--- config.mk ---
export PLATFORM = sky130hd
export DESIGN_NAME = uart_rx_ctrl
export DESIGN_NICKNAME = d
export VERILOG_FILES = /design/src/rtl/uart_rx_ctrl.sv
export SDC_FILE = /design/constraint.sdc
export NUM_CORES = 1
export LEC_CHECK = 0
export BUFFER_PORTS_ARGS = -buffer_cell sky130_fd_sc_hd__buf_4
export CORE_ASPECT_RATIO = 0.75
export CORE_MARGIN = 4
export CORE_UTILIZATION = 51
export CTS_CLUSTER_SIZE = 10
export DETAILED_ROUTE_END_ITERATION = 8
export HOLD_SLACK_MARGIN = 0.08
export PLACE_DENSITY = 0.82
export SLEW_MARGIN = 25
export SYNTH_ARGS = -nofsm -noshare
export SYNTH_HDL_FRONTEND = slang
export SYNTH_SLANG_ARGS = --single-unit
--- constraint.sdc ---
create_clock -name clk_i -period 2.48 [get_ports clk_i]
set_clock_uncertainty 0.15 [all_clocks]
set_input_delay 0.124 -clock clk_i [delete_from_list [all_inputs] [get_ports clk_i]]
set_output_delay 0.124 -clock clk_i [all_outputs]
set_load 0.02 [all_outputs]
--- src/rtl/uart_rx_ctrl.sv ---
// UART receive controller: samples a serial line and drives op/din of an external 9-bit SIPO.
// Build option RX_PARITY_EN: receive 8E1 (nine shifts plus an even-parity check) instead of 8N1.
module uart_rx_ctrl #(
  parameter int ClksPerBit = 434
) (
  input  logic       clk_i,
  input  logic       rst_i,
  input  logic       rx_i,
  output logic [1:0] op_o,
  output logic       sdin_o,
  output logic       done_o,
  output logic       busy_o,
  output logic       frame_err_o,
  output logic       parity_err_o,
  output logic [2:0] state_o
);

  localparam logic [1:0]  OP_CLEAR  = 2'b00;
  localparam logic [1:0]  OP_HOLD   = 2'b01;
  localparam logic [1:0]  OP_SHIFT  = 2'b10;
  localparam logic [15:0] HALF_LAST = 16'(ClksPerBit / 2 - 1);
  localparam logic [15:0] BIT_LAST  = 16'(ClksPerBit - 1);
`ifdef RX_PARITY_EN
  localparam logic [3:0]  NBITS     = 4'd9;
`else
  localparam logic [3:0]  NBITS     = 4'd8;
`endif

  typedef enum logic [2:0] {IDLE, START, DATA, STOP, DONE} state_t;

  state_t      state_q, state_d;
  logic [15:0] clk_cnt_q, clk_cnt_d;
  logic [3:0]  bit_cnt_q, bit_cnt_d;
  logic        armed_q, armed_d;
  logic        frame_err_q;
  logic        rx_meta, rx_s;
  logic        clear, sample;

  // Synchronizer resets to the idle line level so reset never looks like a start bit.
  always_ff @(posedge clk_i or posedge rst_i) begin
    if (rst_i) begin
      rx_meta <= 1'b1;
      rx_s    <= 1'b1;
    end else begin
      rx_meta <= rx_i;
      rx_s    <= rx_meta;
    end
  end

  always_ff @(posedge clk_i or posedge rst_i) begin
    if (rst_i) begin
      state_q     <= IDLE;
      clk_cnt_q   <= 16'd0;
      bit_cnt_q   <= 4'd0;
      armed_q     <= 1'b0;
      frame_err_q <= 1'b0;
    end else begin
      state_q   <= state_d;
      clk_cnt_q <= clk_cnt_d;
      bit_cnt_q <= bit_cnt_d;
      armed_q   <= armed_d;
      if (clear) begin
        frame_err_q <= 1'b0;
      end else if (sample) begin
        frame_err_q <= ~rx_s;
      end
    end
  end

  always_comb begin
    state_d   = state_q;
    clk_cnt_d = clk_cnt_q;
    bit_cnt_d = bit_cnt_q;
    armed_d   = 1'b0;
    op_o      = OP_HOLD;
    sample    = 1'b0;
    case (state_q)
      IDLE: begin
        // A start needs a high-to-low transition, so a stuck-low line cannot retrigger.
        armed_d   = armed_q | rx_s;
        clk_cnt_d = 16'd0;
        if (armed_q && !rx_s) begin
          state_d = START;
          armed_d = 1'b0;
        end
      end
      START: begin
        if (clk_cnt_q == HALF_LAST) begin
          clk_cnt_d = 16'd0;
          if (!rx_s) begin
            state_d   = DATA;
            bit_cnt_d = 4'd0;
            op_o      = OP_CLEAR;
          end else begin
            state_d = IDLE;
          end
        end else begin
          clk_cnt_d = clk_cnt_q + 16'd1;
        end
      end
      DATA: begin
        if (clk_cnt_q == BIT_LAST) begin
          clk_cnt_d = 16'd0;
          op_o      = OP_SHIFT;
          bit_cnt_d = bit_cnt_q + 4'd1;
          if (bit_cnt_q == NBITS - 4'd1) begin
            state_d = STOP;
          end
        end else begin
          clk_cnt_d = clk_cnt_q + 16'd1;
        end
      end
      STOP: begin
        if (clk_cnt_q == BIT_LAST) begin
          clk_cnt_d = 16'd0;
          sample    = 1'b1;
          state_d   = DONE;
        end else begin
          clk_cnt_d = clk_cnt_q + 16'd1;
        end
      end
      DONE: begin
        state_d = IDLE;
      end
      default: begin
        state_d = IDLE;
      end
    endcase
  end

  assign clear = (op_o == OP_CLEAR);

`ifdef RX_PARITY_EN
  logic par_acc_q, parity_err_q;

  // Even parity: XOR over all nine shifted bits must be zero.
  always_ff @(posedge clk_i or posedge rst_i) begin
    if (rst_i) begin
      par_acc_q    <= 1'b0;
      parity_err_q <= 1'b0;
    end else begin
      if (clear) begin
        par_acc_q <= 1'b0;
      end else if (op_o == OP_SHIFT) begin
        par_acc_q <= par_acc_q ^ rx_s;
      end
      if (clear) begin
        parity_err_q <= 1'b0;
      end else if (sample) begin
        parity_err_q <= par_acc_q;
      end
    end
  end

  assign parity_err_o = parity_err_q;
`else
  assign parity_err_o = 1'b0;
`endif

  assign sdin_o      = rx_s;
  assign done_o      = (state_q == DONE);
  assign busy_o      = (state_q != IDLE);
  assign frame_err_o = frame_err_q;
  assign state_o     = state_q;

endmodule

### Word-level counts from Yosys, hierarchy flattened

Cells that the tools add are included.

* register bits: 27
* bits in latches: 0
* RAM bits: 0
* memory bits (read-only): 0
* input bits: 3
* output and inout bits: 10
* logic and storage cells: 59
* memories kept: 0

* $add $sub $neg: 2
* multiply operators: 0
* div/mod/pow operators: 0
* order comparisons: 0
* eq/ne operators: 13
* shifts and indexed selects: 0
* multiplexer cells: 24
* bitwise logic cells: 2
* reduce and logical (&&, ||, !) cells: 11

Operators with widths (count)
* case mux 16 bit (3 select lines): 1
* two-way mux 16 bit: 2
* adder 16 x 1 -> 16 bit (second input constant): 1
* == test 16 x 8 -> 1 bit (second input constant): 1
* == test 16 x 9 -> 1 bit (second input constant): 1
* two-way mux 3 bit: 5
* two-way mux 4 bit: 3
* inequality test 2 bit (second input constant): 6
* case mux 3 bit (4 select lines): 1
* two-way mux 1 bit: 8
* case mux 4 bit (2 select lines): 1
* == test 3 x 2 -> 1 bit (second input constant): 2
* nonzero test 3 bit: 2
* AND reduction 5 bit: 1
* adder 4 x 1 -> 4 bit (second input constant): 1
* == test 4 x 3 -> 1 bit (second input constant): 1
* two-way mux 2 bit: 2
* case mux 2 bit (2 select lines): 1
* AND reduction 4 bit: 1
* nonzero test 2 bit: 2
* == test 3 x 1 -> 1 bit (second input constant): 1
* == test 3 bit (second input constant): 1
* logical NOT 3 bit: 1
* logical NOT 2 bit: 1
* other kinds (5): 5

### Depth between registers and ports, before layout

* depth in word-level cells: 5
* gate-level depth with buffers: 8
* mapped depth without buffers: 7

### Least setup slack after synthesis

No wires, ideal clock.

* kind: register -> register
* start point: register clk_cnt_q[9]
* end point: register bit_cnt_q[0]
* setup time: 125 ps
* arrival time: 2120 ps
* data required time: 2205 ps
* setup slack: 85 ps
* cell stages (with the launch flop): 6
* buffers on the path: 0
* clock period less this slack: 2395 ps
* path through: dfrtp_1 > or4b_4 > nor4_4 > and2_1 > nor2_1 > mux2_4

* word-level cells in the longest chain between the ends: 3
* elaborated cells between the ends (all ways): 5

Ends and longest elaborated chain
* from (decl): RTL line 32 `logic [15:0] clk_cnt_q, clk_cnt_d;`
* from (signal assigned): RTL line 59 `clk_cnt_q <= clk_cnt_d;`
* == test 16 x 9 -> 1 bit / == test 16 x 8 -> 1 bit (equally long branches): RTL line 102, 88
* inequality test 2 bit (no line)
* AND reduction 4 bit (no line) (*)
* to (signal assigned): RTL line 60 `bit_cnt_q <= bit_cnt_d;`
* to (decl): RTL line 33 `logic [3:0] bit_cnt_q, bit_cnt_d;`

Every way passes the cells marked *; elsewhere a longest branch is shown, timed or not.
A chain may end at the register's enable or synchronous reset.

### Worst setup path in the final report

* start point: register clk_cnt_q[15]
* end point: output port op_o[0]

* word-level cells in the longest chain between the ends: 3
* elaborated cells between the ends (all ways): 5

Ends and longest elaborated chain
* == test 16 x 9 -> 1 bit / == test 16 x 8 -> 1 bit (equally long branches): RTL line 102, 88
* two-way mux 2 bit / two-way mux 1 bit (equally long branches): RTL line 102, 88
* case mux 2 bit (2 select lines) (*): RTL line 77 `case (state_q)`
* to (decl): RTL line 9 `output logic [1:0] op_o,`

Marks and branches as above.

==> results.tsv <==
metric	value	unit
synth_seq_area_share	42.7	%
fmax	409	MHz
r2r_cells	6	
drive_gt1_share	21.1	%
fp.dieW	72.4	um
post-route-period-util	98.5	%
num_io_pins	13	
syn_nets	189	
syn_to_final_growth	17.7	%
netlist.area_leader.share	39.4	%
dp_hpwl	2660	um
path_class	register to primary output	
gp_congestion	0.914	
report.final.slew_viol_count	0	
startpoint	clk_cnt_q[15]	
clk_latency	0.28	ns
clk_pin_slew	0.09	ns
postSynthCellCount	182	
placed_cells_incl_taps	230	
drc	0	
finalHoldViolCount	0	
grt_max_degree	28	
routed_wl	3810	um
switching_share	32.6	%
required	2.21	ns
syn_avg_cell_area	8.72	um^2
status	complete, no violations	
max_cap_viol_count	0	
power_switching	332	uW
post_drt_wl_per_cell	15.7	um
cts_tree	done	
r2r_end	clk_cnt_q[13]	
p_leak	0.000814	uW
comb_power_share	20.7	%
fp.dieArea	4080	um^2
grt_pass1_vias	1381	
final_cell_mix	26 x nand2_1, 26 x buf_4, 24 x dfrtp_1	
num-nets-final	212	
grt_antenna_before_repair	0	
internal_power	687	uW
grt_usage	20.5	%
worstReg2RegStart	clk_cnt_q[9]	
cp-endpoint	op_o[0]	
ys_ff_latch	27	
synth-edff-count	0	
overflow	0	
htreeDepth	1	
ys_top_cells_by_area	dfrtp_1 39%, nand2_1 6.1%, nor2_1 3.8%, dfstp_2 3.3%, ha_1 3.2%	
endpoint_kind	primary output	
hp-class	register to register	
grt_pass1_wl	6730	um
async_reset_ff_share	100	%
diodes	0	
clk_path_buf_depth	2	
cts.sinks	27	
ys.flop_type	dfrtp_1	
p_per_area	545	nW/um^2
io_buffers	11	
period_needed	2.44	ns
reg2reg_slack	0.14	ns
slew_headroom	61.8	%
coreArea	2960	um^2
crit_arrival	2.17	ns
pwr-share-clk	25.4	%
synth.distinct_cells	44	
dr.pass1.iters	4	
setup_viol_count_final	0	
netlist_area	1590	um^2
synth_top_cell_by_area	dfrtp_1	
via_per_inst	5.98	
worstMarginPinSlew	0.572	ns
stdcell_count	242	
fin_hold_ws	0.217	ns
vdd_drop_max	0.528	mV
antenna_left	0	
synth_warnings	0	
path_max_fanout	6	
first_iter_violations	211	
start_kind	register	
seq_power_share	53.9	%
die_h	56.3	um
num_rows	17	
initial_core_util	53.7	%
dr_total_vias	1448	
cts-root-buf	clkbuf_8	
cts_made_buffers	3	
metal layers:
layer / GRT usage (%) / vias to the layer above / wire, um
li1: - / 683 / -
met1: 31.7 / 708 / 1760
met3: 4.29 / 5 / 245
met2: 29.6 / 52 / 1790
met5: 0 / - / 0
met4: 3.68 / 0 / 16
power groups by stage:
stage                     Sequential (uW)  Clock, uW  Combinational [uW]
after floorplan                       521          0                 173
after global placement                552          0                 194
after detailed placement              554          0                 204
after CTS                             545        260                 208
after global routing                  561        289                 238
final                                 549        259                 211
synthesized netlist by cell type, drive strengths merged (2+ instances only):
master and instances:
a21oi 6, and2 2, and3 2, and4 3, buf 4, clkbuf 6, dfrtp 25, dfstp 2
ha 4, inv 7, mux2i 3, nand2 26, nand2b 4, nand3 9, nand3b 2, nand4 3
nor2 17, nor2b 2, nor3 8, nor4 4, o211ai 4, o21ai 17, o22ai 3, or3 2
or4b 3, xnor2 2, xor2 3
critical path: stages, from the launching register on:
cell and delay, ns:
dfrtp_1 0.42, or4b_4 0.59, nor4_4 0.21, buf_4 0.18
and4_4 0.24, nor2_1 0.08, buf_4 0.17
sequential cells by signal (all words and copies together), names as in the netlist:
register and cells:
clk_cnt_q 16, state_o 3, armed_q 1, bit_cnt_q 4
rx_meta 1, sdin_o 1, frame_err_o 1
cell families after synthesis:
group	after synthesis	share of synthesized area, %
mux	4	2.84
xor+xnor	5	2.76
simple gates	89	30.7
flops	27	42.7
compound gates	35	13.2
other cells	1	0.236
fa+ha+maj	4	3.15
buf+inv	17	4.49
stage by stage:
step           area [um^2]  util (%)  setup slack, ns  TNS (ns)  total power (uW)
6_report              1870      63.2           0.0367         0              1020
5_1_grt               1870      63.2         -0.00639  -0.00639              1090
4_1_cts               1810      61.3           0.0428         0              1010
3_5_place_dp          1740      58.9           0.0427         0               758
3_3_place_gp          1740      58.9            0.189         0               746
2_1_floorplan         1590         -           0.0850         0               694
worst min path at each step:
stage | startpoint | to | slack [ns] | cells after the start
3_3_place_gp | rx_i | rx_meta | 0.08 | 1
3_5_place_dp | rx_i | rx_meta | 0.08 | 1
2_1_floorplan | rx_i | rx_meta | -0.02 | 0
4_1_cts | rx_meta | sdin_o | 0.22 | 0
5_1_grt | rx_meta | sdin_o | 0.23 | 0
6_report | rx_meta | sdin_o | 0.22 | 0
cell type report:
type / instances / area, um^2
Timing Repair Buffer: 28 / 215
Fill cell: 242 / 1090
Multi-Input combinational cell: 138 / 856
Inverter: 7 / 26.3
Clock buffer: 4 / 45.0
Tap cell: 38 / 47.5
Sequential cell: 27 / 679
timing repair:
item / 4_1_cts / 5_1_grt
pin swaps: 1 / 1
buffers inserted: 1 / 5
hold buffers: 2 / 0
endpoints found under the hold margin: 26 / 0
endpoints found under the setup margin: 1 / 8
gates resized for setup: 0 / 5
Power figures use the tool's default switching activity.
